===== config.mk =====
export PLATFORM = sky130hd
export DESIGN_NAME = temp_sampler
export DESIGN_NICKNAME = d
export VERILOG_FILES = /design/src/rtl/thermostat_pkg.sv /design/src/rtl/temp_q_convert.sv /design/src/rtl/temp_sampler.sv
export SDC_FILE = /design/constraint.sdc
export NUM_CORES = 1
export LEC_CHECK = 0
export BUFFER_PORTS_ARGS = -buffer_cell sky130_fd_sc_hd__buf_4
export CORE_ASPECT_RATIO = 1.5
export CORE_MARGIN = 8
export CORE_UTILIZATION = 56
export CTS_CLUSTER_SIZE = 16
export DETAILED_ROUTE_END_ITERATION = 10
export PLACE_DENSITY = 0.77
export SYNTH_ARGS = -nofsm -noshare
export SYNTH_HDL_FRONTEND = slang
export SYNTH_SLANG_ARGS = --single-unit

===== constraint.sdc =====
create_clock -name i_clk -period 4.7 [get_ports i_clk]
set_input_delay 0.705 -clock i_clk [delete_from_list [all_inputs] [get_ports i_clk]]
set_output_delay 0.705 -clock i_clk [all_outputs]
set_load 0.05 [all_outputs]

===== src/rtl/thermostat_pkg.sv =====
// Shared constants, sampler FSM states and the output saturation helper
// for the thermostat controller datapath.
package thermostat_pkg;

  localparam int C_TEMP_W     = 9;
  localparam int C_SPI_TEMP_W = 10;
  localparam int C_CONV_W     = 14;
  localparam int C_F_OFFSET_Q = 128;
  localparam int C_TEMP_MAX_Q = 511;

  typedef enum logic [2:0] {
    S_IDLE     = 3'd0,
    S_REQ      = 3'd1,
    S_CAPTURE  = 3'd2,
    S_WAIT_LOW = 3'd3,
    S_DROP     = 3'd4
  } t_sampler_state;

  function automatic logic [C_TEMP_W-1:0] sat_q(input logic [C_CONV_W-1:0] v);
    if (v > C_CONV_W'(C_TEMP_MAX_Q)) begin
      return C_TEMP_W'(C_TEMP_MAX_Q);
    end else begin
      return v[C_TEMP_W-1:0];
    end
  endfunction

endpackage


===== src/rtl/temp_q_convert.sv =====
// Quarter-degree Celsius to ufixed [6:-2] output: clamps negatives to zero,
// optionally converts to Fahrenheit, saturates at full scale.
module temp_q_convert
  import thermostat_pkg::*;
(
  input  logic signed [C_SPI_TEMP_W-1:0] i_q,
  input  logic                           i_use_f,
  output logic [C_TEMP_W-1:0]            o_temp
);

  logic [C_CONV_W-1:0] mag_s;
  logic [C_CONV_W-1:0] f_s;

  always_comb begin
    if (i_q[C_SPI_TEMP_W-1]) begin
      mag_s = 14'd0;
    end else begin
      mag_s = {4'd0, i_q};
    end
    // F in quarter degrees: 9/5 scale plus 32 F (128 quarters)
    f_s = (mag_s * 14'd9) / 14'd5 + C_CONV_W'(C_F_OFFSET_Q);
    if (i_use_f) begin
      o_temp = sat_q(f_s);
    end else begin
      o_temp = sat_q(mag_s);
    end
  end

endmodule


===== src/rtl/temp_sampler.sv =====
// Periodic thermometer sampler feeding the thermostat controller.
// Define TEMP_SAMPLER_AVG_EN to enable the 4-sample moving average.
module temp_sampler
  import thermostat_pkg::*;
#(
  parameter int g_sample_period = 10000,
  parameter int g_ready_timeout = 4000
) (
  input  logic                    i_clk,
  input  logic                    i_reset_n,
  input  logic                    i_use_f,
  output logic                    o_read_therm,
  input  logic                    i_therm_ready,
  input  logic [C_SPI_TEMP_W-1:0] i_spi_temperature,
  output logic [C_TEMP_W-1:0]     o_temperature,
  output logic                    o_temp_valid,
  output logic                    o_therm_fault
);

  localparam int C_PER_W = (g_sample_period > 1) ? $clog2(g_sample_period) : 1;
  localparam int C_TMO_W = (g_ready_timeout > 1) ? $clog2(g_ready_timeout) : 1;
  localparam logic [C_PER_W-1:0] C_PER_LAST = C_PER_W'(g_sample_period - 1);
  localparam logic [C_TMO_W-1:0] C_TMO_LAST = C_TMO_W'(g_ready_timeout - 1);

  t_sampler_state                  state_q, state_d;
  logic [C_PER_W-1:0]              per_cnt_q, per_cnt_d;
  logic [C_TMO_W-1:0]              tmo_cnt_q, tmo_cnt_d;
  logic signed [C_SPI_TEMP_W-1:0]  cap_q, cap_d;
  logic signed [C_SPI_TEMP_W-1:0]  filt_q, filt_d;
  logic                            upd_q, upd_d;
  logic                            read_q, read_d;
  logic [C_TEMP_W-1:0]             temp_q, temp_d;
  logic                            valid_q, valid_d;
  logic                            fault_q, fault_d;
  logic                            tick_s;
  logic signed [C_SPI_TEMP_W-1:0]  filt_s;
  logic [C_TEMP_W-1:0]             conv_s;

`ifdef TEMP_SAMPLER_AVG_EN
  logic signed [C_SPI_TEMP_W-1:0]  hist_q [4];
  logic signed [C_SPI_TEMP_W-1:0]  hist_d [4];
  logic                            primed_q, primed_d;
  logic signed [11:0]              sum_s;
  logic signed [11:0]              avg_s;

  // Moving-average history; the first capture after reset primes every slot
  always_comb begin
    hist_d   = hist_q;
    primed_d = primed_q;
    if (state_q == S_CAPTURE) begin
      primed_d = 1'b1;
      if (primed_q) begin
        hist_d[0] = cap_q;
        hist_d[1] = hist_q[0];
        hist_d[2] = hist_q[1];
        hist_d[3] = hist_q[2];
      end else begin
        for (int i = 0; i < 4; i++) begin
          hist_d[i] = cap_q;
        end
      end
    end else begin
      primed_d = primed_q;
    end
    sum_s = {{2{hist_d[0][9]}}, hist_d[0]} + {{2{hist_d[1][9]}}, hist_d[1]}
          + {{2{hist_d[2][9]}}, hist_d[2]} + {{2{hist_d[3][9]}}, hist_d[3]};
    avg_s  = sum_s >>> 2;
    filt_s = avg_s[C_SPI_TEMP_W-1:0];
  end

  always_ff @(posedge i_clk or negedge i_reset_n) begin
    if (!i_reset_n) begin
      for (int i = 0; i < 4; i++) begin
        hist_q[i] <= '0;
      end
      primed_q <= 1'b0;
    end else begin
      hist_q   <= hist_d;
      primed_q <= primed_d;
    end
  end
`else
  assign filt_s = cap_q;
`endif

  temp_q_convert u_convert (
    .i_q     (filt_q),
    .i_use_f (i_use_f),
    .o_temp  (conv_s)
  );

  always_comb begin
    state_d   = state_q;
    tmo_cnt_d = tmo_cnt_q;
    cap_d     = cap_q;
    filt_d    = filt_q;
    upd_d     = 1'b0;
    read_d    = read_q;
    temp_d    = temp_q;
    valid_d   = valid_q;
    fault_d   = fault_q;

    tick_s = (per_cnt_q == C_PER_LAST);
    if (tick_s) begin
      per_cnt_d = '0;
    end else begin
      per_cnt_d = per_cnt_q + C_PER_W'(1);
    end

    // Output register loads one cycle after the filter stage
    if (upd_q) begin
      temp_d  = conv_s;
      valid_d = 1'b1;
    end else begin
      temp_d  = temp_q;
    end

    case (state_q)
      S_IDLE: begin
        if (tick_s) begin
          state_d   = S_REQ;
          read_d    = 1'b1;
          tmo_cnt_d = '0;
        end else begin
          state_d = S_IDLE;
        end
      end
      S_REQ: begin
        if (i_therm_ready) begin
          cap_d   = i_spi_temperature;
          read_d  = 1'b0;
          state_d = S_CAPTURE;
        end else if (tmo_cnt_q == C_TMO_LAST) begin
          fault_d = 1'b1;
          read_d  = 1'b0;
          state_d = S_DROP;
        end else begin
          tmo_cnt_d = tmo_cnt_q + C_TMO_W'(1);
        end
      end
      S_CAPTURE: begin
        fault_d = 1'b0;
        filt_d  = filt_s;
        upd_d   = 1'b1;
        read_d  = 1'b0;
        state_d = S_WAIT_LOW;
      end
      S_WAIT_LOW: begin
        read_d = 1'b0;
        if (!i_therm_ready) begin
          state_d = S_IDLE;
        end else begin
          state_d = S_WAIT_LOW;
        end
      end
      S_DROP: begin
        read_d  = 1'b0;
        state_d = S_WAIT_LOW;
      end
      default: begin
        read_d  = 1'b0;
        state_d = S_IDLE;
      end
    endcase
  end

  always_ff @(posedge i_clk or negedge i_reset_n) begin
    if (!i_reset_n) begin
      state_q   <= S_IDLE;
      per_cnt_q <= C_PER_LAST;
      tmo_cnt_q <= '0;
      cap_q     <= '0;
      filt_q    <= '0;
      upd_q     <= 1'b0;
      read_q    <= 1'b0;
      temp_q    <= '0;
      valid_q   <= 1'b0;
      fault_q   <= 1'b0;
    end else begin
      state_q   <= state_d;
      per_cnt_q <= per_cnt_d;
      tmo_cnt_q <= tmo_cnt_d;
      cap_q     <= cap_d;
      filt_q    <= filt_d;
      upd_q     <= upd_d;
      read_q    <= read_d;
      temp_q    <= temp_d;
      valid_q   <= valid_d;
      fault_q   <= fault_d;
    end
  end

  assign o_read_therm  = read_q;
  assign o_temperature = temp_q;
  assign o_temp_valid  = valid_q;
  assign o_therm_fault = fault_q;

endmodule


==> reports/results.tsv, run 1 <==
metric	value	unit
ys_seq_elements	62	
grt_pass1_vias	4390	
htree_num_levels	3	
ff_latch_area	1560	µm²
cts_hold_buf	0	
whs	445	ps
maxCapViolations	0	
finalHoldViolCount	0	
cp-start-kind	flip-flop	
synth-main-ff-cell	dfrtp_1	
reg2reg_slack	20	ps
final-setup-viol-count	0	
grt_max_degree	63	
layout_min_cycle_time	4680	ps
cts_buffers	9	
ys_seq_area_frac	0.343	
grt_use_total	0.226	
placed_cells	682	
gp_congestion	0.931	
finalMaxSlewViolations	0	
clk-insertion-delay-late	330	ps
wire_per_inst	17.9	µm
critPathRequiredTime	4970	ps
outcome	finished, final reports clean	
fin_tns_setup	0	ps
antenna_found_initial	0	
pin_count	26	
critPathMaxFanout	8	
syn-num-nets	539	
grt.met2_usage	0.417	
dr_total_vias	4407	
worstSetupPathType	reg -> reg	
synthArstFlopShare	1.00	
netlist_area	4560	µm²
dr.pass1.iters	6	
grt-busiest-layer	met2	
die_h	126	µm
clock_path_buffers	2	
antenna_left	0	
r2r_cells	21	
netlist_instances	515	
area_growth	34.6	%
relSlewSlack	0.282	
wl	12700	µm
layout_commonest_cell	buf_4	
drtIter0Drc	243	
diodes	0	
start_util	0.573	
final_cells	713	
cp.arrival	4950	ps
grt_setup_unrepaired	true	
met3_usage	0.0407	
layout_common_cells	92 x buf_4, 53 x dfrtp_1, 52 x nor2_1	
layout-drive-gt1-share	0.375	
min_path_type	in -> async	
grt_util_met1	0.225	
cts_num_sinks	62	
timing.rr.end	o_temperature[0]$_DFFE_PN0P_	
nFillCells	486	
yosysUniqueCellTypes	86	
die-area	11300	µm²
final_nets	627	
cp-end-kind	flip-flop	
rows	40	
root_buffer	clkbuf_16	
fin_skew	9.27	ps
die_w	89.7	µm
clk_pin_slew	50	ps
synth_edf_count	0	
tightest_slew	1070	ps
port-buffer-count	25	
gr-total-overflow	0	
hpwl	8880	µm
grt_pass1_wl	20300	µm
cts_tree	yes	
core_area	7960	µm²
multiInputGateArea	3210	µm²
yosysWarnings	0	
drc	0	
timing.fmax	0.214	GHz
fin_crit_sh	0.996	
reg2reg_from	filt_q[3]$_DFFE_PN0P_	
syn_avg_cell_area	8.85	µm²
vias_per_cell	6.18	
## what timing repair did
item | 4_1_cts | 5_1_grt
cloned | 1 | 0
setup buffers | 4 | 10
resized for setup | 21 | 64
pin swaps | 4 | 41
setup endpoints to repair | 3 | 5
## worst max path at each step
stage | endpoint | from | depth (start not counted)
after global placement | o_temperature[0]$_DFFE_PN0P_ | filt_q[3]$_DFFE_PN0P_ | 19
final | o_temperature[0]$_DFFE_PN0P_ | filt_q[3]$_DFFE_PN0P_ | 21
after CTS | o_temperature[0]$_DFFE_PN0P_ | filt_q[3]$_DFFE_PN0P_ | 21
after floorplan | o_temperature[0]$_DFFE_PN0P_ | filt_q[9]$_DFFE_PN0P_ | 21
after global routing | o_temperature[0]$_DFFE_PN0P_ | filt_q[4]$_DFFE_PN0P_ | 21
after detailed placement | o_temperature[0]$_DFFE_PN0P_ | filt_q[3]$_DFFE_PN0P_ | 20
## final cells by class
cell class                 instances  area share
sequential                        62       0.255
timing repair buffer             101       0.128
clock inverter                     7      0.0261
tap                              105      0.0214
clock buffer                       9      0.0367
inverter                          16     0.00979
multi-input combinational        413       0.523
## synth_stat cells, drive strengths merged, types with 9 or more instances
library cell / number / area [µm²]
nor2: 59 / 226
a21oi: 17 / 85.1
xor2: 16 / 140
inv: 15 / 56.3
nand2: 41 / 154
nand4: 11 / 75.1
nor2b: 9 / 56.3
a211oi: 11 / 97.6
o21ai: 38 / 201
and3: 10 / 67.6
dfrtp: 54 / 1350
xnor2: 21 / 191
ha: 9 / 113
nor3: 20 / 110
and2: 11 / 71.3
buf: 12 / 92.6
clkbuf: 12 / 45.0
nand3: 20 / 105
mux2: 18 / 203
## stage by stage
step	util	worst slack, ps	cell area [µm²]
after floorplan	-	5.31	4590
after global placement	0.657	-75.4	5230
after detailed placement	0.657	-140	5230
after CTS	0.724	6.40	5760
after global routing	0.771	-178	6130
final	0.771	20.6	6130
## sequential cells by signal, indices dropped and copies added, names as in the netlist
register       flops
per_cnt_q         14
tmo_cnt_q         12
cap_q             10
filt_q            10
o_temperature      9
state_q            3
o_read_therm       1
o_temp_valid       1
o_therm_fault      1
upd_q              1
## worst max-delay path, stage by stage, from the launching register on
cell and delay, ps:
dfrtp_1 400, nor2b_4 140, and2_4 160, ha_4 160, fa_2 380, a211oi_4 220, buf_6 160, o21ba_4 190
nor3_2 50, or3_1 390, nand4_2 120, and3_4 250, buf_6 130, nand4_1 200, a31o_4 350, a211oi_1 270
o21ai_1 120, a21oi_2 210, o41ai_2 110, a221o_1 330, a31o_1 190, nand3_2 50
## per-layer routing
layer	share of wire	up-vias
met3	0.032	44
met4	0.037	0
met2	0.56	140
met5	0	-
li1	-	2061
met1	0.37	2162
## logic make-up after synthesis
logic type / after synthesis / synth area share
flip-flops: 62 / 0.343
buffers and inverters: 40 / 0.0434
AND/OR/NAND/NOR: 207 / 0.230
AO/OA/AOI/OAI: 135 / 0.224
multiplexers: 22 / 0.0533
adder cells (fa/ha/maj): 12 / 0.0335
XOR/XNOR: 37 / 0.0727
Power of run 1 is not shown: default switching activity piles up to over one toggle a cycle in this logic, so the estimate is an artifact.
==> run 2, diff against run 1 <==
CORE_ASPECT_RATIO = 0.7   (was 1.5)
==> run 2 against run 1 <==
- the flow now finishes with violations (negative setup slack)
- register-to-register slack worse by 100 ps
- critical path type unchanged
- cell area is 1.8% lower
- final cell count down 0.84%
- die area is 0.13% lower
- critical path depth up 1
- maximum frequency fell by 2.1%
- via count increased by 0.84%
- highest routed layer unchanged
- global-route usage down 2.1 points
==> reports/results.tsv, run 2 (synthesized netlist as in run 1, its figures left out) <==
metric	value	unit
fin_crit_sh	1.02	
root_buffer	clkbuf_16	
gr-total-overflow	0	
critPathRequiredTime	4960	ps
cp-end-kind	flip-flop	
wl	12800	µm
violations	negative setup slack	
die_w	124	µm
grt_pass1_vias	4069	
drc	0	
clk-insertion-delay-late	330	ps
die-area	11300	µm²
place_ws	-286	ps
diodes	0	
nFillCells	514	
layout-drive-gt1-share	0.373	
critPathMaxFanout	6	
drtIter0Drc	461	
final-setup-viol-count	2	
clk_pin_slew	60	ps
grt_setup_unrepaired	true	
core_area	7870	µm²
fin_skew	10.6	ps
pin_count	26	
timing.rr.end	o_temperature[1]$_DFFE_PN0P_	
cts_buffers	9	
finalMaxSlewViolations	0	
maxCapViolations	0	
gp_congestion	0.951	
antenna_left	0	
hpwl	8280	µm
reg2reg_from	filt_q[3]$_DFFE_PN0P_	
relSlewSlack	0.281	
area_growth	32.2	%
grt_max_degree	63	
start_util	0.579	
dr_total_vias	4444	
outcome	finished with violations	
r2r_cells	22	
final_nets	625	
dr.pass1.iters	5	
grt_pass1_wl	19100	µm
fin_ws	-79.1	ps
layout_commonest_cell	buf_4	
clock_path_buffers	2	
finalHoldViolCount	0	
layout_common_cells	90 x buf_4, 54 x nor2_1, 54 x dfrtp_1	
htree_num_levels	3	
cts_hold_buf	0	
cts_num_sinks	62	
cp.arrival	5040	ps
worstSetupPathType	reg -> reg	
grt_use_total	0.205	
antenna_found_initial	0	
layout_min_cycle_time	4780	ps
top_register	per_cnt_q	
largest_reg_flops	14	
die_h	91.5	µm
cp-start-kind	flip-flop	
wire_per_inst	18.1	µm
reg2reg_slack	-80	ps
vias_per_cell	6.29	
cts_tree	yes	
min_path_type	in -> async	
rows	27	
tightest_slew	1070	ps
timing.fmax	0.209	GHz
top_regs	per_cnt_q (14), tmo_cnt_q (12)	
port-buffer-count	25	
## run 2: cell count changes in the layout (fill, tap and decap cells not counted), moves of 3 or more
cell,change
bufinv_16,-5
clkbuf_1,+4
nor3_1,+4
nor3_2,-3
xnor2_1,-3
xnor2_2,+3
## run 2: worst max-delay path by stage
stage	slack, ps	endpoint	depth (start not counted)	startpoint
detailed placement	-290	o_temperature[0]$_DFFE_PN0P_	19	filt_q[3]$_DFFE_PN0P_
CTS	-40	o_temperature[0]$_DFFE_PN0P_	20	filt_q[3]$_DFFE_PN0P_
global placement	-80	o_temperature[0]$_DFFE_PN0P_	19	filt_q[3]$_DFFE_PN0P_
finish	-80	o_temperature[1]$_DFFE_PN0P_	22	filt_q[3]$_DFFE_PN0P_
global route	-250	o_temperature[1]$_DFFE_PN0P_	22	filt_q[1]$_DFFE_PN0P_
floorplan	5	o_temperature[0]$_DFFE_PN0P_	21	filt_q[9]$_DFFE_PN0P_
## run 2: metal layers
metal  routed length (µm)  share of wire  vias up  global-route usage
met5                    0              0        -                   0
met4                  226          0.018        0              0.0340
met3                  888          0.070       37              0.0538
met2                 5930           0.46      210               0.308
met1                 5720           0.45     2127               0.291
li1                     -              -     2070                   -
## run 2: cell type report
type,count,area (µm²),share of cell area
sequential,62,1560,0.259
timing repair buffer,98,768,0.127
tap,101,126,0.0210
multi-input combinational,414,3250,0.539
inverter,16,60.1,0.00997
clock buffer,14,254,0.0422
clock inverter,2,10.0,0.00166
## run 2: critical path, stage by stage (launching register included)
cell,delay [ps]
dfrtp_1,370
nor2b_2,160
and2_4,150
ha_4,170
fa_2,390
a211oi_4,230
buf_6,160
o21bai_2,110
o21ai_2,280
nor2_1,100
a31oi_2,280
a31oi_1,170
buf_4,190
o311a_1,350
a31o_4,260
a21oi_1,150
buf_4,160
xnor2_2,120
o22ai_2,100
nor4bb_2,360
nor3_1,120
a211oi_1,230
a21o_1,110
## run 2: what timing repair did
item | in CTS | in global routing
pin swaps | 10 | 39
endpoints found under the hold margin | 0 | 0
resized for setup | 19 | 66
setup buffers | 1 | 15
setup endpoints to repair | 3 | 5
cloned | 1 | 1
## run 2: through the flow
step	hold WS [ps]	area, µm²	setup TNS [ps]	utilization	instances
6_report	447	6030	-143	0.766	707
5_1_grt	502	6030	-489	0.766	707
4_1_cts	473	5560	-35.7	0.707	691
3_5_place_dp	460	5190	-609	0.659	673
3_3_place_gp	452	5190	-111	0.659	673
2_1_floorplan	409	4590	0	-	515
Power of run 2 is left out for the same reason.
